==> config.mk <==
export PLATFORM = sky130hd
export DESIGN_NAME = uart_tx_serializer
export DESIGN_NICKNAME = d
export VERILOG_FILES = /design/src/rtl/uart_tx_serializer.sv
export SDC_FILE = /design/constraint.sdc
export NUM_CORES = 1
export LEC_CHECK = 0
export BUFFER_PORTS_ARGS = -buffer_cell sky130_fd_sc_hd__buf_4
export CAP_MARGIN = 10
export CORE_MARGIN = 2
export CORE_UTILIZATION = 40
export DETAILED_ROUTE_END_ITERATION = 8
export SLEW_MARGIN = 30
export SYNTH_ARGS = -nofsm -noshare
export SYNTH_HDL_FRONTEND = slang
export SYNTH_SLANG_ARGS = --single-unit
==> constraint.sdc <==
create_clock -name clk_i -period 5.3 [get_ports clk_i]
set_clock_uncertainty 0.2 [all_clocks]
set_input_delay 0.795 -clock clk_i [delete_from_list [all_inputs] [get_ports clk_i]]
set_output_delay 0.795 -clock clk_i [all_outputs]
set_load 0.005 [all_outputs]
==> src/rtl/uart_tx_serializer.sv <==
// uart_tx_serializer: pops bytes from the TX FIFO and sends them as 8N1/8N2 frames, LSB first.
// Optional parity bit between data and stop bits when UART_TX_PARITY_EN is defined.
module uart_tx_serializer #(
   parameter int WIDTH = 8,
   parameter int DIV_W = 16
) (
   input  logic             clk_i,
   input  logic             reset_ni,
   input  logic             en_i,
   input  logic [DIV_W-1:0] div_i,
   input  logic             stop2_i,
`ifdef UART_TX_PARITY_EN
   input  logic             parity_odd_i,
`endif
   input  logic             fifo_empty_i,
   output logic             fifo_ren_o,
   input  logic [WIDTH-1:0] fifo_rdata_i,
   input  logic             fifo_valid_i,
   output logic             tx_o,
   output logic             busy_o,
   output logic             tx_done_o
);
   localparam int BW = $clog2(WIDTH) + 1;
   typedef enum logic [2:0] {
      IDLE, FETCH, START, DATA,
`ifdef UART_TX_PARITY_EN
      PARITY,
`endif
      STOP
   } state_t;
   state_t           state_q, state_d;
   logic [DIV_W-1:0] cnt_q, cnt_d, div_q, div_d;
   logic [BW-1:0]    bit_q, bit_d;
   logic [WIDTH-1:0] shift_q, shift_d;
   logic             stop2_q, stop2_d, tx_q, tx_d, ren_q, ren_d, done_q, done_d, busy_q, busy_d;
   logic             bit_end;
`ifdef UART_TX_PARITY_EN
   logic             par_q, par_d;
`endif
   assign bit_end    = cnt_q == div_q;
   assign fifo_ren_o = ren_q;
   assign tx_o       = tx_q;
   assign busy_o     = busy_q;
   assign tx_done_o  = done_q;
   // next-state logic: bit timing, frame sequencing and FIFO handshake
   always_comb begin
      state_d = state_q;
      cnt_d   = bit_end ? '0 : cnt_q + DIV_W'(1);
      bit_d   = bit_q;
      shift_d = shift_q;
      div_d   = div_q;
      stop2_d = stop2_q;
      tx_d    = tx_q;
      ren_d   = 1'b0;
      done_d  = 1'b0;
`ifdef UART_TX_PARITY_EN
      par_d   = par_q;
`endif
      unique case (state_q)
         IDLE: begin
            tx_d = 1'b1;
            if (en_i && !fifo_empty_i) begin
               ren_d   = 1'b1;
               state_d = FETCH;
            end
         end
         FETCH: begin
            if (fifo_valid_i) begin
               shift_d = fifo_rdata_i;
               div_d   = div_i;
               stop2_d = stop2_i;
`ifdef UART_TX_PARITY_EN
               par_d   = ^fifo_rdata_i ^ parity_odd_i;
`endif
               tx_d    = 1'b0;
               cnt_d   = '0;
               state_d = START;
            end else begin
               state_d = IDLE;
            end
         end
         START: begin
            if (bit_end) begin
               tx_d    = shift_q[0];
               bit_d   = '0;
               state_d = DATA;
            end
         end
         DATA: begin
            if (bit_end) begin
               if (bit_q == BW'(WIDTH - 1)) begin
                  bit_d   = '0;
`ifdef UART_TX_PARITY_EN
                  tx_d    = par_q;
                  state_d = PARITY;
`else
                  tx_d    = 1'b1;
                  state_d = STOP;
`endif
               end else begin
                  bit_d   = bit_q + BW'(1);
                  shift_d = shift_q >> 1;
                  tx_d    = shift_d[0];
               end
            end
         end
`ifdef UART_TX_PARITY_EN
         PARITY: begin
            if (bit_end) begin
               tx_d    = 1'b1;
               state_d = STOP;
            end
         end
`endif
         STOP: begin
            if (bit_end) begin
               if (bit_q == BW'(stop2_q)) begin
                  bit_d   = '0;
                  done_d  = 1'b1;
                  state_d = IDLE;
               end else begin
                  bit_d = bit_q + BW'(1);
               end
            end
         end
         default: state_d = IDLE;
      endcase
      busy_d = state_d != IDLE;
   end
   // state and registered outputs; reset drops the line high immediately
   always_ff @(posedge clk_i or negedge reset_ni) begin
      if (!reset_ni) begin
         state_q <= IDLE;
         cnt_q   <= '0;
         bit_q   <= '0;
         shift_q <= '0;
         div_q   <= '0;
         stop2_q <= 1'b0;
         tx_q    <= 1'b1;
         ren_q   <= 1'b0;
         done_q  <= 1'b0;
         busy_q  <= 1'b0;
`ifdef UART_TX_PARITY_EN
         par_q   <= 1'b0;
`endif
      end else begin
         state_q <= state_d;
         cnt_q   <= cnt_d;
         bit_q   <= bit_d;
         shift_q <= shift_d;
         div_q   <= div_d;
         stop2_q <= stop2_d;
         tx_q    <= tx_d;
         ren_q   <= ren_d;
         done_q  <= done_d;
         busy_q  <= busy_d;
`ifdef UART_TX_PARITY_EN
         par_q   <= par_d;
`endif
      end
   end
endmodule

==> metrics <==
status complete, no violations; Sw Share 34.2%; slowest CP cell nand4_2; cells after synthesis 275; layout cell share with drive strength beyond 1 18.2%; Hold Path Stages 2; Final min period 2630 ps; leakage power 1.51 nW; Fin. Hold Viols 0; io pins 34; Port Buffers 33; GR Overflow Total 0; Slew Viols, Final 0; power density over cell area 427 mW/mm^2; placed insts 377; largest fanout on the critical path 15; nets@finish 339; slowest cell delay on critical path 470 ps; nature of the critical path startpoint flip-flop; FF-to-FF Start cnt_q[9]; cell breakdown of the critical path xor2_1 -> nor4_1 -> nand4_2 -> a21boi_4 -> mux2_2; Hold Path Class flip-flop to flip-flop; Hold Buf Count CTS 0; max_slew headroom 50.3%; most frequent cells in the layout nand2_1 (83), dfrtp_1 (51), buf_4 (33), nor2_1 (30), xor2_1 (23); GP Congestion 0.772; CP arrival 2630 ps; initial core utilization 40.9%; antenna cells 0; worst slew pin tran 743 ps; Gate power share 30.0%; # setup viols final 0; antenna violations before repair 0; synthesized cell area 0.00257 mm^2; Pint 0.834 mW; CTS clk-pin slew, worst paths 90 ps; Crit Path Class flip-flop to flip-flop; Worst Setup End Kind flip-flop; worst path buffer plus inverter count 0; worst skew pair latency 310 ps; Worst Min Path Start div_q[8]; Seq pwr share 50.6%; drt total wl 5310 um; max frequency 0.380 GHz; vias 1956; worst hold endpoint div_q[8]; Vias/cell 5.09; post-route ant nets 0; largest net degree at the start of global routing 53; setup TNS 0 ps; Non-Filler Instances 384; peak supply drop 0.202 mV; area of the core 0.00628 mm^2; clk sinks 52; Yosys warnings 0; MaxCap Viol Count 0; CTS Buf Count 5; Die Footprint 0.00708 mm^2; Critical Path RT 5300 ps; synth unique cells 44; most common cell after layout, fill and taps aside nand2_1; CP top delay family simple AND/OR/NAND/NOR gates; clock tree buffer depth 2; mean post-synth cell area 9.34 um^2; Tcrit/Tclk final 49.6%; global-route total usage across every layer 16.3%; sequential cell area fraction in the yosys report 50.7%; WL per Instance 13.8 um; CTS tree built; Pre-antenna DRT Iters 4; drc violations 0; post-CTS setup buffers 0; Die H 84.1 um; RSZ-0062 raised after global routing false; worst r2r path cells 5; PnR worst setup slack 2670 ps; vias in the first global route 1943; Fin Hold WS 305 ps; Starting DRT DRC Count 107; pre-CTS setup slack 2530 ps; P_sw 0.434 mW; synthesized net count 307; Clk network pwr share 19.4%; Die Width 84.1 um; area grow syn2layout 15.6%; #FFs+latches synth 52; reg-to-reg slack, setup 2670 ps; H-tree levels 2; first-pass GRT wire length 9190 um; CTS root buf clkbuf_8; Crit Reg-Reg Endpoint shift_q[5]; Gates resized, CTS repair 0; DP HPWL 3820 um; # rows 29
-- per-layer routing --
metal | GRT usage (%) | part of all wire (%) | vias to the layer above
li1 | - | - | 961
met1 | 20.9 | 45 | 954
met2 | 27.1 | 50 | 33
met3 | 4.25 | 3.8 | 8
met4 | 4.69 | 1.3 | 0
met5 | 0 | 0 | -
-- area by class of cell --
type / instances / area [um^2]
Inverter: 5 / 18.8
Clock buffer: 7 / 96.3
Sequential cell: 52 / 1300
Multi-Input combinational cell: 210 / 1210
Fill cell: 630 / 3310
Tap cell: 77 / 96.3
Timing Repair Buffer: 33 / 248
-- state kept, by name (all words and copies together), names as in the netlist --
name        count
cnt_q          16
busy_o          1
div_q          16
tx_done_o       1
shift_q         8
stop2_q         1
bit_q           4
fifo_ren_o      1
tx_o            1
state_q         3
-- stage by stage --
step	instance area, um^2	power, mW	util (%)
4_1_cts	2970	1.29	47.3
3_3_place_gp	2870	1.02	45.7
3_5_place_dp	2870	1.04	45.7
6_report	2970	1.27	47.3
5_1_grt	2970	1.37	47.3
2_1_floorplan	2570	0.914	-
-- cell usage after synthesis --
master	n	area [um^2]
nand2_1	83	312
nor2_1	30	113
nand2b_1	2	12.5
nor3_1	4	20.0
o31a_2	1	10.0
a31o_2	1	8.76
and4_2	1	10.0
mux2_1	1	11.3
and3_1	5	31.3
dfrtp_1	51	1280
mux2_2	8	90.1
a21bo_1	1	10.0
inv_1	4	15.0
or2_2	1	6.26
o21bai_1	1	7.51
a221oi_1	1	8.76
and3b_1	1	8.76
o41ai_2	1	16.3
nor2b_1	2	12.5
o21a_1	1	7.51
buf_6	1	11.3
nor3b_1	1	7.51
xor2_1	23	201
o21ai_0	4	20.0
nor4_1	5	31.3
clkinv_1	1	3.75
o31ai_1	2	15.0
buf_2	2	10.0
xnor2_1	8	70.1
o22ai_1	1	6.26
nand3_1	8	40.0
or4_1	1	7.51
nand4_2	1	12.5
mux2i_1	1	10.0
o221ai_1	1	8.76
nand4_1	1	6.26
a21boi_0	1	7.51
dfstp_2	1	26.3
clkbuf_1	4	15.0
nand3b_1	1	7.51
a21oi_1	3	15.0
a21boi_4	1	18.8
ha_1	2	25.0
buf_1	1	3.75
-- cells by family (layout without fill, tap and decap cells) --
logic type | Yosys count | count (layout) | synth area share, %
AO/OA/AOI/OAI | 20 | 20 | 6.24
XOR/XNOR | 31 | 31 | 10.6
adder cells (fa/ha/maj) | 2 | 2 | 0.975
buffers and inverters | 13 | 45 | 2.29
flip-flops | 52 | 52 | 50.7
multiplexers | 10 | 10 | 4.34
AND/OR/NAND/NOR | 147 | 147 | 24.9
-- how the worst max path moves through the flow --
stage | start | endpoint | depth (start not counted) | slack, ps
2_1_floorplan | bit_q[0] | shift_q[0] | 6 | 3150
3_3_place_gp | fifo_valid_i | shift_q[0] | 5 | 2570
3_5_place_dp | fifo_valid_i | shift_q[5] | 5 | 2530
4_1_cts | cnt_q[9] | shift_q[1] | 5 | 2650
5_1_grt | cnt_q[9] | shift_q[4] | 5 | 2530
6_report | cnt_q[9] | shift_q[5] | 5 | 2670
-- worst min-delay path, delay by kind of cell, from the launching register on --
kind             cells  cell delay (ps)
flip-flops           1              370
AND/OR/NAND/NOR      2              110
-- power by group through the flow --
stage	clock network [mW]	logic (mW)	registers, mW
6_report	0.246	0.380	0.641
5_1_grt	0.271	0.433	0.664
4_1_cts	0.255	0.390	0.642
3_5_place_dp	0	0.389	0.650
3_3_place_gp	0	0.375	0.647
2_1_floorplan	0	0.296	0.618
(Power assumes the default switching activity.)
